File: src/rtl/game_pkg.sv
// game_pkg -- shared definitions for the brick-game flow controller.
//   state_e       : FSM state encodings (also the value driven on the state port)
//   *_DEF         : default parameter values for game_flow_ctrl
//   CNT_W         : width of the frame counter
//   LEVEL_MAX     : highest difficulty level
//   popcount3     : number of set bits in a 3-bit vector
package game_pkg;

  typedef enum logic [2:0] {
    ST_IDLE  = 3'd0,
    ST_SERVE = 3'd1,
    ST_PLAY  = 3'd2,
    ST_PAUSE = 3'd3,
    ST_MISS  = 3'd4,
    ST_WIN   = 3'd5,
    ST_OVER  = 3'd6
  } state_e;

  localparam int LIVES_INIT_DEF   = 3;
  localparam int SERVE_FRAMES_DEF = 60;
  localparam int END_FRAMES_DEF   = 120;
  localparam int BRICK_PTS_DEF    = 10;

  localparam int         CNT_W     = 8;
  localparam logic [1:0] LEVEL_MAX = 2'd2;

  function automatic logic [1:0] popcount3(input logic [2:0] v);
    return {1'b0, v[0]} + {1'b0, v[1]} + {1'b0, v[2]};
  endfunction

endpackage

File: src/rtl/btn_edge.sv
// btn_edge -- registers an already-synchronised button level and produces
// a one-cycle press pulse on its rising edge (a held button gives one pulse).
//   clk_i   : system clock
//   rst_ni  : synchronous active-low reset (clears the history register)
//   btn_i   : button level
//   press_o : high while btn_i is high and its registered copy is low
module btn_edge (
  input  logic clk_i,
  input  logic rst_ni,
  input  logic btn_i,
  output logic press_o
);

  logic btn_q;

  always_ff @(posedge clk_i) begin
    if (!rst_ni) begin
      btn_q <= 1'b0;
    end else begin
      btn_q <= btn_i;
    end
  end

  assign press_o = btn_i & ~btn_q;

endmodule

File: src/rtl/game_flow_ctrl.sv
// game_flow_ctrl -- game-level sequencer for a three-brick ball game.
// Tracks lives, score, level and surviving bricks, and gates the game core.
//   clk         : system clock, all logic on posedge
//   reset       : synchronous active-low reset
//   frame_tick  : one-cycle pulse per video frame (counts SERVE / WIN delays)
//   start_btn   : start/pause button level, synchronised to clk
//   brick_hit   : per-brick one-cycle hit pulses
//   ball_lost   : one-cycle pulse when the ball passes the bar
//   run         : core motion enable, high exactly while in PLAY
//   core_rst_n  : active-low core restart, low in reset and first SERVE cycle
//   level       : difficulty select 0..2
//   brick_alive : per-brick display enable
//   lives       : remaining lives
//   score       : saturating score
//   state       : current FSM state code (game_pkg::state_e)
// Handshake: none; all inputs are single-cycle pulses or levels sampled on
// every posedge, and every output is a register updated on that same edge.
module game_flow_ctrl
  import game_pkg::*;
#(
  parameter int LIVES_INIT   = LIVES_INIT_DEF,
  parameter int SERVE_FRAMES = SERVE_FRAMES_DEF,
  parameter int END_FRAMES   = END_FRAMES_DEF,
  parameter int BRICK_PTS    = BRICK_PTS_DEF
) (
  input  logic       clk,
  input  logic       reset,
  input  logic       frame_tick,
  input  logic       start_btn,
  input  logic [2:0] brick_hit,
  input  logic       ball_lost,
  output logic       run,
  output logic       core_rst_n,
  output logic [1:0] level,
  output logic [2:0] brick_alive,
  output logic [1:0] lives,
  output logic [7:0] score,
  output logic [2:0] state
);

  localparam logic [CNT_W-1:0] SERVE_LOAD = CNT_W'(SERVE_FRAMES);
  localparam logic [CNT_W-1:0] END_LOAD   = CNT_W'(END_FRAMES);
  localparam logic [1:0]       LIVES_LOAD = 2'(LIVES_INIT);

  state_e           state_q, state_d;
  logic [CNT_W-1:0] cnt_q, cnt_d;
  logic [1:0]       lives_q, lives_d;
  logic [7:0]       score_q, score_d;
  logic [1:0]       level_q, level_d;
  logic [2:0]       alive_q, alive_d;
  logic             run_q;
  logic             core_rst_n_q;

  logic       press;
  logic [2:0] newly;
  logic [31:0] sum;

  btn_edge u_btn_edge (
    .clk_i   (clk),
    .rst_ni  (reset),
    .btn_i   (start_btn),
    .press_o (press)
  );

  always_ff @(posedge clk) begin
    if (!reset) begin
      state_q      <= ST_IDLE;
      cnt_q        <= '0;
      lives_q      <= LIVES_LOAD;
      score_q      <= '0;
      level_q      <= '0;
      alive_q      <= 3'b111;
      run_q        <= 1'b0;
      core_rst_n_q <= 1'b0;
    end else begin
      state_q      <= state_d;
      cnt_q        <= cnt_d;
      lives_q      <= lives_d;
      score_q      <= score_d;
      level_q      <= level_d;
      alive_q      <= alive_d;
      // Registered from the next state so run and core_rst_n line up with state.
      run_q        <= (state_d == ST_PLAY);
      core_rst_n_q <= !((state_d == ST_SERVE) && (state_q != ST_SERVE));
    end
  end

  always_comb begin
    state_d = state_q;
    cnt_d   = cnt_q;
    lives_d = lives_q;
    score_d = score_q;
    level_d = level_q;
    alive_d = alive_q;
    // Only bricks still standing score; repeat hits on a cleared brick vanish here.
    newly   = brick_hit & alive_q;
    sum     = 32'(score_q) + 32'(popcount3(newly)) * 32'(BRICK_PTS);

    case (state_q)
      ST_IDLE: begin
        if (press) begin
          state_d = ST_SERVE;
          cnt_d   = SERVE_LOAD;
          lives_d = LIVES_LOAD;
          score_d = '0;
          level_d = '0;
          alive_d = 3'b111;
        end
      end

      ST_SERVE: begin
        // Leave one cycle after the tick that reaches zero.
        if (cnt_q == '0) begin
          state_d = ST_PLAY;
        end else if (frame_tick) begin
          cnt_d = cnt_q - 1'b1;
        end
      end

      ST_PLAY: begin
        alive_d = alive_q & ~brick_hit;
        score_d = (sum > 32'd255) ? 8'hFF : sum[7:0];
        // Clearing the last brick outranks a simultaneous miss or press.
        if ((newly != 3'b000) && (alive_d == 3'b000)) begin
          state_d = ST_WIN;
          cnt_d   = END_LOAD;
        end else if (press) begin
          state_d = ST_PAUSE;
        end else if (ball_lost) begin
          state_d = ST_MISS;
        end
      end

      ST_PAUSE: begin
        if (press) begin
          state_d = ST_PLAY;
        end
      end

      ST_MISS: begin
        if (lives_q <= 2'd1) begin
          lives_d = '0;
          state_d = ST_OVER;
        end else begin
          lives_d = lives_q - 2'd1;
          state_d = ST_SERVE;
          cnt_d   = SERVE_LOAD;
        end
      end

      ST_WIN: begin
        if (cnt_q == '0) begin
          state_d = ST_SERVE;
          cnt_d   = SERVE_LOAD;
          alive_d = 3'b111;
          level_d = (level_q == LEVEL_MAX) ? level_q : level_q + 2'd1;
        end else if (frame_tick) begin
          cnt_d = cnt_q - 1'b1;
        end
      end

      ST_OVER: begin
        if (press) begin
          state_d = ST_IDLE;
        end
      end

      default: begin
        state_d = ST_IDLE;
      end
    endcase
  end

  assign run         = run_q;
  assign core_rst_n  = core_rst_n_q;
  assign level       = level_q;
  assign brick_alive = alive_q;
  assign lives       = lives_q;
  assign score       = score_q;
  assign state       = state_q;

endmodule

File: config.mk
export PLATFORM = sky130hd
export DESIGN_NAME = game_flow_ctrl
export DESIGN_NICKNAME = d
export VERILOG_FILES = /design/src/rtl/game_pkg.sv /design/src/rtl/btn_edge.sv /design/src/rtl/game_flow_ctrl.sv
export SDC_FILE = /design/constraint.sdc
export NUM_CORES = 1
export LEC_CHECK = 0
export CORE_MARGIN = 2
export CORE_UTILIZATION = 53
export CTS_CLUSTER_DIAMETER = 40
export DETAILED_ROUTE_END_ITERATION = 16
export PLACE_DENSITY = 0.88
export SYNTH_ARGS = -nofsm -noshare
export SYNTH_HDL_FRONTEND = slang
export SYNTH_SLANG_ARGS = --single-unit
File: constraint.sdc
create_clock -name clk -period 3.35 [get_ports clk]
set_input_delay 0.5025 -clock clk [delete_from_list [all_inputs] [get_ports clk]]
set_output_delay 0.5025 -clock clk [all_outputs]
set_load 0.05 [all_outputs]
# Yosys cells after proc, flatten, opt, wreduce, memory -nomap -nowiden
# Index checks and enable logic that the tools add are counted.
totals:
  inputBits: 8
  ff_bits: 29
  output_inout_bits: 20
  word_cells: 86
op_classes:
  n_addsub: 6
  bitwise: 5
  n_lt_le_gt_ge: 2
  eq_ne: 16
  n_reduce_logical: 17
  mul: 1
  mux: 30
ops:
  columns: ["operator", "count"]
  rows:
  - ["$mux 8", 8]
  - ["$pmux 8 s5", 1]
  - ["$mux 3", 11]
  - ["$pmux 3 s7", 1]
  - ["$pmux 8 s2", 1]
  - ["$ne 2x2->1 const B", 6]
  - ["$mux 2", 5]
  - ["$add 8x6->9", 1]
  - ["$eq 3x2->1 const B", 3]
  - ["$eq 3x3->1 const B", 3]
  - ["$gt 9x8->1 const B", 1]
  - ["$pmux 3 s3", 1]
  - ["$logic_not 8->1", 1]
  - ["$pmux 2 s2", 2]
  - ["$sub 8x1->8 const B", 1]
  - ["$and 3x3->3", 2]
  - ["$eq 3x1->1 const B", 2]
  - ["$logic_not 3->1", 2]
  - ["$reduce_bool 2->1", 3]
  - ["$reduce_bool 3->1", 2]
  - ["$mul 2x3->5 const B", 1]
  - ["$reduce_and 5->1", 1]
  - ["$reduce_bool 5->1", 1]
  - ["$reduce_and 2->1", 2]
  - ["14 further kinds", 15]

# Longest topological paths before layout
logic_depth:
  ltp_word: 9
  depth_mapped: 10
  ltp_nobuf: 10

# By module
# From an unflattened synthesis, not the netlist that was laid out.
unflattened:
  cells_unflattened: 206
  hier_area_um2: 1745.4
modules_own_cells:
  columns: ["module", "seq_area_each_um2", "instances", "cells_each", "area_per_inst_um2"]
  rows:
  - ["game_flow_ctrl", 560.5, 1, 203, 1705.4]
  - ["btn_edge", 20.0, 1, 3, 40.0]

# Worst setup path after synthesis
# Ideal clock, no wire load.
synth_timing:
  kind: "reg2reg"
  from: "register alive_q[2] (netlist: brick_alive[2])"
  to: "register score_q[6] (netlist: score[6])"
  setup_slack_ps: 650
  synth_period_minus_slack_ps: 2700
  setup_time_ps: 116
  t_arrival_ps: 2584
  t_required_ps: 3234
  n_path_buf: 0
  path_stages_with_launch: 8
  cell_sequence: "dfxtp_1 -> and2_1 -> fa_1 -> ha_1 -> a21oi_1 -> o21a_1 -> or4b_1 -> and4_1"
synth_via:
  elab_chain_cells: 7
synth_rtl:
  columns: ["item", "line_no", "source"]
  rows:
  - ["start, declared", "game_flow_ctrl.sv:50", "logic [2:0] alive_q, alive_d;"]
  - ["start signal, assigned", "game_flow_ctrl.sv:81", "alive_q <= alive_d;"]
  - ["$and 3x3->3 *", "game_flow_ctrl.sv:96", "newly = brick_hit & alive_q;"]
  - ["$add 2x1->2 *", "game_pkg.sv:28", "return {1'b0, v[0]} + {1'b0, v[1]} + {1'b0, v[2]};"]
  - ["$mul 2x3->5 *", "game_flow_ctrl.sv:97", "sum = 32'(score_q) + 32'(popcount3(newly)) * 32'(BRICK_PTS);"]
  - ["$add 8x6->9 *", "game_flow_ctrl.sv:97", null]
  - ["$gt 9x8->1", "game_flow_ctrl.sv:122", "score_d = (sum > 32'd255) ? 8'hFF : sum[7:0];"]
  - ["$mux 8 *", "game_flow_ctrl.sv:122", null]
  - ["$pmux 8 s2 *", "game_flow_ctrl.sv:99", "case (state_q)"]
  - ["end signal, assigned", "game_flow_ctrl.sv:79", "score_q <= score_d;"]
  - ["end, declared", "game_flow_ctrl.sv:48", "logic [7:0] score_q, score_d;"]
# Every way passes the cells marked *; elsewhere a longest branch is shown, timed or not.
# A chain may end at the register's enable or synchronous reset.

# Worst setup path after layout
layout_timing:
  from: "input port brick_hit[0]"
  to: "register score_q[0] (netlist: score[0])"
layout_via:
  elab_chain_cells: 8
layout_rtl:
  columns: ["item", "line_no", "source"]
  rows:
  - ["start, declared", "game_flow_ctrl.sv:30", "input logic [2:0] brick_hit,"]
  - ["$and 3x3->3", "game_flow_ctrl.sv:96", null]
  - ["$add 1x1->2", "game_pkg.sv:28", null]
  - ["$add 2x1->2", "game_pkg.sv:28", null]
  - ["$mul 2x3->5", "game_flow_ctrl.sv:97", null]
  - ["$add 8x6->9", "game_flow_ctrl.sv:97", null]
  - ["$gt 9x8->1", "game_flow_ctrl.sv:122", null]
  - ["$mux 8", "game_flow_ctrl.sv:122", null]
  - ["$pmux 8 s2", "game_flow_ctrl.sv:99", null]
# Every way passes these cells.

==> reports/results.tsv <==
stage	metric	value	unit
run_status	status	complete, no violations	
sta	setup_violations	0	
clock_tree	postCtsSetupRepairBufs	0	
sta	fin_skew	0.0145	ns
sta	timing.setup.tns	0	ns
yosys	synth.area.top_cells	dfxtp_1 (33%), nand2_1 (5.1%), ha_1 (4.3%)	
placed_design	gp_congestion	0.827	
pwr	power.density	641	nW/um^2
die	ios	28	
yosys	synthArstFlopShare	0	%
finish	fin_nets	262	
critical_path	crit_path_max_incr_delay	0.58	ns
detailed_routing	ant_nets	0	
die	die_w	61.7	um
min_path	min_from	cnt_q[0]$_SDFFE_PN0P_	
yosys	ys_ff_latch	29	
detailed_routing	drt-total-wl	3.83	mm
critical_path	worst_path_max_delay_cell	nor3_1	
critical_path	cp_cell_sequence	clkdlybuf4s50_1 > and2_1 > fa_1 > ha_1 > a21o_1 > a21oi_1 > o21a_1 > nor3_1 > a31o_2	
yosys	syn_nets	233	
critical_path	reg2regPathDepth	8	
clock_tree	cts-htree-levels	2	
critical_path	arrival	3.09	ns
yosys	synth-main-ff-cell	dfxtp_1	
detailed_routing	num_vias	1645	
detailed_routing	via_per_inst	5.65	
global_route	antenna_found_initial	0	
min_path	hp-class	register to register	
pwr	total_power	1.37	mW
placed_design	port_buffers	27	
yosys	syn-cell-area	1760	um^2
placed_design	place_area	2070	um^2
finish	drive_above_1_share	6.48	%
die	initial_core_util	56.8	%
global_route	gr-total-overflow	0	
yosys	yosys.area.top_type	dfxtp_1	
yosys	yosysWarnings	0	
global_route	first_global_vias	1487	
run	cap_violations	0	
critical_path	r2r-start	brick_alive[0]$_SDFFE_PN1P_	
critical_path	crit_fanout	6	
detailed_routing	drc	0	
min_path	holdPathStages	2	
finish	final_common_cell	dfxtp_1	
global_route	grt_pass1_wl	6.47	mm
critical_path	end_kind	register	
critical_path	path_class	primary input to register	
sta	tightest_slew	0.675	ns
sta	max_freq	356	MHz
critical_path	cp.required	3.64	ns
detailed_routing	wl_per_cell	13.2	um
die	dieArea	3800	um^2
clock_tree	cts_tree	yes	
placed_design	pre_cts_ws	0.215	ns
finish	final_area	2130	um^2
pwr	p_leak	0.859	nW
clock_tree	cts-buffers-inserted	5	
detailed_routing	dr.pass1.iters	4	
clock_tree	cts_root_buf	clkbuf_4	
finish	antenna_cells	0	
sta	fin_crit_sh	83.8	%
critical_path	worstSetupStartpointType	primary input	
sta	rsz0062_at_grt	false	
sta	slew_viol_final	0	
yosys	synth_cell_types	51	
clock_tree	hold_buffers	0	
die	coreArea	3100	um^2
yosys	synth_cells	217	
sta	timing.final.crit_period	2.81	ns
global_route	track_usage	23.1	%
yosys	synth_top_area_share	33.0	%
finish	area_growth	20.9	%
yosys	seq_area_frac_synth	33.0	%
sta	finalHoldViolations	0	
die	die_h	61.7	um
critical_path	ff2ff_setup_slack	0.83	ns
clock_tree	cts_buffer_depth	2	
detailed_routing	initialDrtViolationCount	77	
yosys	synth-edff-count	0	
finish	final_cell_mix	dfxtp_1 (29), clkdlybuf4s50_1 (27), nand2_1 (24), o21ai_0 (15), inv_1 (14)	
critical_path	cp-startpoint	brick_hit[0]	
placed_design	dpl.hpwl	2.89	mm
clock_tree	clk_latency	0.34	ns
clock_tree	cts_sinks	29	
global_route	grt_max_degree	18	
yosys	synth.avg_cell_area	8.12	um^2
pwr	ir_drop	0.537	mV
sta	worst_slack	0.543	ns
die	rows	20	
sta	slew-limit-headroom	54.9	%
clock_tree	ctsResizeCount	0	
clock_tree	clkTransAtPathRegs	0.10	ns
Yosys cell counts (all sizes together), types with 5 or more instances:
master	instances
dfxtp	29
nand2	24
o21ai	18
inv	14
nor2	13
a21oi	9
nand3	9
nor2b	9
o21a	7
a21o	6
a31oi	6
ha	6
and3	5
nand2b	5
nor3	5
registers in the layout, indices dropped and copies added (netlist names):
register,flops
cnt_q,8
score,8
brick_alive,3
state,3
level,2
lives,2
core_rst_n,1
run,1
u_btn_edge.btn_q,1
power by group:
group / leakage [nW] / switching, mW / total, mW / internal (mW)
Combinational: 0.592 / 0.378 / 0.646 / 0.267
Clock: 0.0310 / 0.134 / 0.213 / 0.0789
Sequential: 0.236 / 0.0995 / 0.507 / 0.408
worst paths after layout:
| check | end |
|---|---|
| max | score[0]$_SDFFE_PN0P_ |
| min | cnt_q[0]$_SDFFE_PN0P_ |
| max reg2reg | score[0]$_SDFFE_PN0P_ |
| min reg2reg | cnt_q[0]$_SDFFE_PN0P_ |
per-stage QoR:
| stage | hold slack, ns | instances | util [%] |
|---|---|---|---|
| after global routing | 0.523 | 291 | 68.6 |
| after floorplan | 0.438 | 217 | - |
| after CTS | 0.502 | 291 | 68.6 |
| final | 0.500 | 291 | 68.6 |
| after detailed placement | 0.482 | 283 | 66.9 |
| after global placement | 0.460 | 283 | 66.9 |
logic make-up after synthesis:
kind of cell / Yosys count / share of synthesized area [%]
multiplexers: 2 / 1.14
AO/OA/AOI/OAI: 65 / 25.2
adder cells (fa/ha/maj): 8 / 6.53
buffers and inverters: 21 / 4.55
AND/OR/NAND/NOR: 88 / 27.6
flip-flops: 29 / 33.0
XOR/XNOR: 4 / 1.99
critical path, delay by kind of cell:
| family | cells | cell delay, ns |
|---|---|---|
| AOI/OAI and AO/OA | 4 | 0.61 |
| buffers and inverters | 1 | 0.44 |
| adders and majority gates | 2 | 0.78 |
| and+or+nand+nor | 2 | 0.77 |
routing by layer:
metal  wire length (um)  up-vias  GRT usage, %
li1                   -      846             -
met1               1740      748          29.5
met2               1840       42          36.5
met3                188        9          7.35
met4                 68        0          8.81
met5                  0        -             0
area by class of cell:
class,count,area (um^2)
clock buffer,5,37.5
fill,260,973
inverter,14,52.6
clock inverter,3,17.5
sequential,29,581
tap,44,55.1
multi-input combinational,167,1100
timing repair buffer,29,285
No activity file was read; power rests on OpenSTA's default activity.
